### src/rtl/uart_tx_fifo.sv
// uart_tx_fifo: 8N1 UART transmitter fed by a circular byte FIFO.
// Bytes are pushed over a valid/ready handshake. Queued bytes leave on
// tx_pin LSB first, back to back, with no idle gap between frames.
module uart_tx_fifo #(
   parameter int CLK_FRE    = 50,       // system clock in MHz
   parameter int BAUD_RATE  = 115200,   // line rate in bit/s
   parameter int FIFO_DEPTH = 16        // power of two, >= 2
) (
   input  logic                        clk,
   input  logic                        rst,
   input  logic [7:0]                  tx_data,
   input  logic                        tx_data_valid,
   output logic                        tx_data_ready,
   output logic [$clog2(FIFO_DEPTH):0] fifo_count,
   output logic                        tx_busy,
   output logic                        tx_pin
);

   localparam int CYCLES_PER_BIT = CLK_FRE * 1_000_000 / BAUD_RATE;
   localparam int AW             = $clog2(FIFO_DEPTH);
   localparam int PW             = AW + 1;
   localparam int CW             = (CYCLES_PER_BIT > 1) ? $clog2(CYCLES_PER_BIT) : 1;
   localparam logic [CW-1:0] BIT_LAST   = CW'(CYCLES_PER_BIT - 1);
   localparam logic [PW-1:0] FULL_COUNT = PW'(FIFO_DEPTH);

   typedef enum logic [1:0] {IDLE, START, DATA, STOP} state_t;

   logic [7:0]    mem [FIFO_DEPTH];
   logic [PW-1:0] wr_ptr;
   logic [PW-1:0] rd_ptr;
   logic          empty;
   logic          do_write;
   logic          do_pop;
   logic          bit_end;
   logic [7:0]    head;

   state_t        state;
   logic [7:0]    shift;
   logic [CW-1:0] bit_cnt;
   logic [2:0]    bit_idx;

   // Pointers are one bit wider than the address, so plain subtraction
   // yields the occupancy and distinguishes full from empty.
   assign fifo_count    = wr_ptr - rd_ptr;
   assign empty         = (fifo_count == '0);
   assign tx_data_ready = (fifo_count != FULL_COUNT);
   assign do_write      = tx_data_valid && tx_data_ready;
   assign bit_end       = (bit_cnt == BIT_LAST);
   assign head          = mem[rd_ptr[AW-1:0]];
   assign tx_busy       = (state != IDLE) || !empty;

   // Pop when idle with data waiting, or at the end of a stop bit so the
   // next start bit follows without a gap.
   always_comb begin
      // NOTE: default first so every path assigns do_pop; otherwise a latch is inferred.
      do_pop = 1'b0;
      if (!empty) begin
         if (state == IDLE)
            do_pop = 1'b1;
         else if (state == STOP && bit_end)
            do_pop = 1'b1;
      end
   end

   // Storage array write port.
   always_ff @(posedge clk) begin
      // NOTE: the array is not reset; the pointers alone define which entries are valid.
      if (do_write)
         mem[wr_ptr[AW-1:0]] <= tx_data;
   end

   // Read and write pointers; reset empties the FIFO.
   always_ff @(posedge clk or posedge rst) begin
      // NOTE: sequential state uses non-blocking assignments so all registers update together.
      if (rst) begin
         wr_ptr <= '0;
         rd_ptr <= '0;
      end else begin
         if (do_write)
            wr_ptr <= wr_ptr + PW'(1);
         if (do_pop)
            rd_ptr <= rd_ptr + PW'(1);
      end
   end

   // Frame sequencer with registered line output.
   always_ff @(posedge clk or posedge rst) begin
      if (rst) begin
         state   <= IDLE;
         tx_pin  <= 1'b1;
         shift   <= '0;
         bit_cnt <= '0;
         bit_idx <= '0;
      end else begin
         case (state)
            IDLE: begin
               tx_pin <= 1'b1;
               if (do_pop) begin
                  shift   <= head;
                  bit_cnt <= '0;
                  tx_pin  <= 1'b0;
                  state   <= START;
               end
            end
            START: begin
               if (bit_end) begin
                  bit_cnt <= '0;
                  bit_idx <= '0;
                  tx_pin  <= shift[0];
                  state   <= DATA;
               end else begin
                  bit_cnt <= bit_cnt + CW'(1);
               end
            end
            DATA: begin
               if (bit_end) begin
                  bit_cnt <= '0;
                  shift   <= {1'b0, shift[7:1]};
                  if (bit_idx == 3'd7) begin
                     tx_pin <= 1'b1;
                     state  <= STOP;
                  end else begin
                     tx_pin  <= shift[1];
                     bit_idx <= bit_idx + 3'd1;
                  end
               end else begin
                  bit_cnt <= bit_cnt + CW'(1);
               end
            end
            STOP: begin
               if (bit_end) begin
                  bit_cnt <= '0;
                  if (do_pop) begin
                     shift  <= head;
                     tx_pin <= 1'b0;
                     state  <= START;
                  end else begin
                     state  <= IDLE;
                  end
               end else begin
                  bit_cnt <= bit_cnt + CW'(1);
               end
            end
            default: begin
               tx_pin <= 1'b1;
               state  <= IDLE;
            end
         endcase
      end
   end

endmodule

### config.mk
export PLATFORM = sky130hd
export DESIGN_NAME = uart_tx_fifo
export DESIGN_NICKNAME = d
export VERILOG_FILES = /design/src/rtl/uart_tx_fifo.sv
export SDC_FILE = /design/constraint.sdc
export NUM_CORES = 1
export LEC_CHECK = 0
export BUFFER_PORTS_ARGS = -buffer_cell sky130_fd_sc_hd__buf_2
export CORE_MARGIN = 2
export CORE_UTILIZATION = 55
export DETAILED_ROUTE_END_ITERATION = 7
export PLACE_DENSITY = 0.72
export SYNTH_ARGS = -nofsm -noshare
export SYNTH_HDL_FRONTEND = slang
export SYNTH_SLANG_ARGS = --single-unit
export TNS_END_PERCENT = 1
### constraint.sdc
create_clock -name clk -period 3.9 [get_ports clk]
set_input_delay 0.195 -clock clk [delete_from_list [all_inputs] [get_ports clk]]
set_output_delay 0.195 -clock clk [all_outputs]
set_load 0.005 [all_outputs]
# Yosys cells after proc, flatten, opt, wreduce, memory -nomap -nowiden
# Memories as Yosys holds them, arrays and structs flattened.
# Index checks and enable logic that the tools add are counted.
[op_classes] addsub=5 muxes=30 n_reduce_logical=14 eq_ne=13
[ops] operator="two-way mux 8 bit" count=3
[ops] operator="case mux 8 bit (3 select lines)" count=1
[ops] operator="two-way mux 9 bit" count=2
[ops] operator="case mux 9 bit (2 select lines)" count=1
[ops] operator="!= test 2 bit, second input constant" count=7
[ops] operator="two-way mux 1 bit" count=12
[ops] operator="adder 5 x 1 -> 5 bit, second input constant" count=2
[ops] operator="two-way mux 2 bit" count=5
[ops] operator="adder 9 x 1 -> 9 bit, second input constant" count=1
[ops] operator="equality test 9 bit, second input constant" count=1
[ops] operator="two-way mux 3 bit" count=3
[ops] operator="case mux 2 bit (4 select lines)" count=1
[ops] operator="AND reduction 4 bit" count=2
[ops] operator="case mux 3 bit (2 select lines)" count=1
[ops] operator="logical NOT 5 bit" count=1
[ops] operator="!= test 5 bit, second input constant" count=1
[ops] operator="AND reduction 5 bit" count=1
[ops] operator="subtractor 5 bit" count=1
[ops] operator="equality test 2 bit, second input constant" count=2
[ops] operator="case mux 1 bit (4 select lines)" count=1
[ops] operator="nonzero test 2 bit" count=2
[ops] operator="adder 3 x 1 -> 3 bit, second input constant" count=1
[ops] operator="equality test 3 bit, second input constant" count=1
[ops] operator="AND reduction 3 bit" count=1
[ops] operator="7 further kinds" count=8
[word_totals] ram_bits=128 memories=1 out_inout_bits=8 word_cells=70 register_bits=33
[memory_table] name="mem" depth=16 word_bits=8 rd=1 rd_clocked_by_memory_dff=0 wr=1 line="28" text="logic [7:0] mem [FIFO_DEPTH];"

# Logic depth before layout (Yosys ltp)
[logic_depth] depth_word=8 depth_mapped=11 ltp_nobuf=10

# Least setup slack after synthesis
# Ideal clock, no wire load.
[synth_timing] path_kind="reg-to-reg" startpoint="reg rd_ptr[1]" endpoint="mem mem[3][0] (enable)" required_time_ps=3517 period_less_slack_ps=3324 t_arrival_ps=2940 slack_ps=576 path_stages_with_launch=12 setup_time_ps=383 path_cell_list="dfrtp_1 -> clkbuf_1 -> buf_2 -> inv_1 -> ha_1 -> nand2_1 -> o21ai_1 -> xor2_1 -> o41a_1 -> clkbuf_1 -> nand2_1 -> nor3_1"
[synth_between] elab_chain_cells=5
[synth_rtl] element="start, declared" line="30" text="logic [PW-1:0] rd_ptr;"
[synth_rtl] element="start signal, assigned" line="82" text="rd_ptr <= rd_ptr + PW'(1);"
[synth_rtl] element="subtractor 5 bit" line="44" text="assign fifo_count = wr_ptr - rd_ptr;"
[synth_rtl] element="named net fifo_count[3]" line="14" text="output logic [$clog2(FIFO_DEPTH):0] fifo_count,"
[synth_rtl] element="!= test 5 bit" line="46" text="assign tx_data_ready = (fifo_count != FULL_COUNT);"
[synth_rtl] element="logical AND 1 bit" line="47" text="assign do_write = tx_data_valid && tx_data_ready;"
[synth_rtl] element="two-way mux 1 bit" line="68" text="if (do_write)"
[synth_rtl] element="two-way mux 1 bit (implied by the code)" line="69" text="mem[wr_ptr[AW-1:0]] <= tx_data;"
[synth_rtl] element="end, declared" line="28"
# The timed path passes the listed nets, and every way through them passes these cells.

# Worst setup path in the final report
[layout_timing] startpoint="reg wr_ptr[0]" endpoint="mem mem[7][4] (enable)"
[layout_between] elab_chain_cells=5
[layout_rtl] element="start, declared" line="29" text="logic [PW-1:0] wr_ptr;"
[layout_rtl] element="start signal, assigned" line="80" text="wr_ptr <= wr_ptr + PW'(1);"
[layout_rtl] element="subtractor 5 bit" line="44"
[layout_rtl] element="!= test 5 bit" line="46"
[layout_rtl] element="logical AND 1 bit" line="47"
[layout_rtl] element="two-way mux 1 bit" line="68"
[layout_rtl] element="two-way mux 1 bit (implied by the code)" line="69"
# Parallel ways exist; a longest one is shown, timed or not.

==> summary.md <==
| Metric | Value |
|---|---|
| Vias per cell | 5.90 |
| GR met3 Demand/Resource | 6.10% |
| Setup Skew | 8.22 ps |
| CTS Buffer Depth | 2 |
| DIE AREA | 13800 sq um |
| Final period util | 89.2% |
| Syn Nets | 520 |
| Switching share of power | 26.7% |
| Tightest Pin Transition | 799 ps |
| Met1 Usage GRT | 28.4% |
| Fmax | 0.287 GHz |
| Post-synthesis mux area share | 10.5% |
| Slew Limit Fails | 0 |
| Total wire length | 14300 um |
| Ys async rst share | 20.5% |
| CTS tree | yes |
| Gpl congestion | 0.861 |
| Synth Area in Adders | 3.64% |
| Root Buffer | clkbuf_16 |
| Min Hold Slack | 170 ps |
| Initial antenna violation count | 0 |
| Post-synthesis register bit count | 161 |
| Crit path max fanout | 9 |
| Post-layout minimum cycle time | 3480 ps |
| PortBufs | 18 |
| RSZ-0062 raised after global routing | false |
| Die height | 117 um |
| Number of CTS-inserted buffers | 17 |
| DRT Pass-1 Iters | 5 |
| Req. time, crit path | 3950 ps |
| Xor-xnor portion of the synthesized cell area | 1.59% |
| Setup TNS | 0 ps |
| CP Launch Type | register |
| Part of the power in registers | 50.6% |
| Worst-Skew Late Latency | 430 ps |
| Global-route wire length before repair | 22800 um |
| # diodes | 0 |
| Layer carrying the most global-route usage | met2 |
| Clock sinks | 161 |
| Width of the die | 117 um |
| Clock share of power | 35.0% |
| Commonest register cell after synthesis | edfxtp_1 |
| Status | complete, no violations |
| Filler cell count | 972 |
| Main combinational cell family by area after synthesis | multiplexers |
| Detailed router's first-iteration violation count | 395 |
| # setup viols final | 0 |
| Leakage Power | 2.72 nW |
| Met2 Use GR | 36.8% |
| Power Total | 4.17 mW |
| HPWL Detailed | 9520 um |
| Final Core Density | 62.4% |
| Seq/Total Area, Yosys | 66.0% |
| PD cells | 529 nW/um^2 |
| Setup CP Type | reg -> reg |
| P&R area growth vs syn | 11.3% |
| Fin nets | 543 |
| Routed len/inst | 20.6 um |
| Post-synth EDFFs | 128 |
| Final Hold Fails | 0 |
| CORE AREA | 12600 sq um |
| Power share of the combinational group | 14.3% |
| Postcts setup bufs | 0 |
| Synth Instances | 489 |
| CP endpoint kind | register |
| Netlist cell types | 51 |
| Antenna Nets Post-Route | 0 |
| Mapped Area | 7080 sq um |
| CP max stage delay | 660 ps |
| CTS H-tree depth | 4 |
| Relative slew margins | 46.6% |
| Vias in the first global route | 4157 |
| Min-delay worst type | in -> reg |
| Max rail drop VDD | 452 uV |
| YS warnings | 0 |
| Starting Density | 56.1% |
| Int Pwr | 3.06 mW |
| Gr ovfl total | 0 |
| Share of layout cells above drive strength 1 | 18.1% |
| Pin count of the biggest net entering global routing | 45 |
| Synth Area in Compound Gates | 7.95% |
| Worst EP arrival | 3530 ps |
| Slowest cell on crit path | nor2_1 |
| P_sw | 1.11 mW |
| CP Cell Sequence | inv_1 -> ha_1 -> fa_1 -> nand2b_1 -> a21oi_1 -> xnor2_1 -> o41a_1 -> nand2_1 -> nor2_1 |
| Simple-Gate Fraction of Synth Area | 8.09% |
| Worst-path clk slew | 60 ps |
| Post-synthesis average cell area | 14.5 sq um |
| All-Layer GR Usage | 22.1% |
| Maxcap violations | 0 |
| Row cnt | 41 |
| DRC | 0 |
| Total number of vias | 4109 |
| Ports | 19 |
==> registers in the layout (all words and copies together), names as in the netlist <==
signal	cells
rd_ptr	5
bit_idx	3
state	2
tx_pin	1
bit_cnt	9
mem	128
shift	8
wr_ptr	5
==> worst max-delay path: cells and delay by family (launching register included) <==
kind | cells | cell delay [ps]
AND/OR/NAND/NOR | 3 | 1020
AO/OA/AOI/OAI | 2 | 630
XOR/XNOR | 1 | 260
flip-flops | 1 | 400
buffers and inverters | 1 | 130
adder cells (fa/ha/maj) | 2 | 660
==> what timing repair did <==
action / 4_1_cts / 5_1_grt
hold endpoints to repair: 32 / 0
hold buffers: 1 / 0
gates resized for setup: 0 / 4
endpoints found under the setup margin: 0 / 32
==> stage by stage <==
step | instances | setup WS (ps) | instance area, sq um
floorplan | 489 | 576 | 7080
global placement | 664 | 325 | 7330
detailed placement | 664 | 172 | 7330
CTS | 696 | 163 | 7860
global route | 696 | 114 | 7880
finish | 696 | 421 | 7880
==> worst paths after layout <==
kind,end,slack (ps),depth (start not counted),startpoint
min in group asynchronous,wr_ptr[1],410,4,rst
max in group asynchronous,tx_pin,3160,4,rst
worst min register to register,wr_ptr[4],500,1,wr_ptr[4]
worst max-delay path,mem[7][4],420,9,wr_ptr[0]
worst min-delay path,mem[6][2],170,1,tx_data[2]
worst max register to register,mem[7][4],420,9,wr_ptr[0]
==> metal layers <==
metal | routed length (um) | share of wire (%)
met3 | 729 | 5.1
met2 | 7300 | 51
met1 | 6060 | 42
met5 | 0 | 0
met4 | 251 | 1.8
==> final cells by class <==
class                           count  area [sq um]  area share (%)
Tap cell                          172           215            2.73
Clock buffer                       18           429            5.45
Multi-Input combinational cell    291          2270            28.9
Clock inverter                     13          87.6            1.11
Timing Repair Buffer               24           138            1.75
Inverter                           17          63.8           0.810
Sequential cell                   161          4670            59.3
==> layout by cell type, fill, tap and decap left out, types with 5 or more instances in the layout <==
master     netlist  routed
a2111oi_0        5       5
a211oi_1         5       5
a21oi_1         15      15
a311o_1          5       5
buf_2            8      18
buf_4            0       5
clkbuf_16        0      17
dfrtp_1         32      31
edfxtp_1       128     128
ha_1            19      19
inv_1           16      16
mux2_2          22      22
mux2i_1         18      18
mux4_2          12      12
nand2_1         31      31
nand2b_1         7       7
nand3_1         14      14
nor2_1          29      29
nor2b_1          8       8
o21ai_0         31      31
o22ai_1          7       7
xnor2_1          9       9
==> cell usage after synthesis (5+ instances only) <==
cell / n / area [sq um]
nand2b_1: 7 / 43.8
xnor2_1: 9 / 78.8
clkbuf_1: 7 / 26.3
o21ai_0: 31 / 155
dfrtp_1: 32 / 801
mux2i_1: 18 / 180
ha_1: 19 / 238
mux4_2: 12 / 270
a211oi_1: 5 / 37.5
mux2_2: 22 / 248
a21oi_1: 15 / 75.1
o22ai_1: 7 / 43.8
a311o_1: 5 / 50.1
nand2_1: 31 / 116
edfxtp_1: 128 / 3840
nor2b_1: 8 / 50.1
inv_1: 16 / 60.1
nand3_1: 14 / 70.1
a2111oi_0: 5 / 43.8
nor2_1: 29 / 109
nor3_1: 7 / 35.0
buf_2: 8 / 40.0
==> cell families after synthesis <==
family,after synthesis
simple gates,117
buf+inv,37
fa+ha+maj,20
mux,56
xor+xnor,12
flops,161
compound gates,86
==> power by group through the flow <==
stage	Combinational, mW	Sequential (mW)	Clock [mW]
CTS	0.599	2.10	1.48
global placement	0.586	2.13	0
detailed placement	0.596	2.14	0
floorplan	0.426	2.09	0
global route	0.670	2.13	1.55
finish	0.599	2.11	1.46
(Power assumes the default switching activity.)
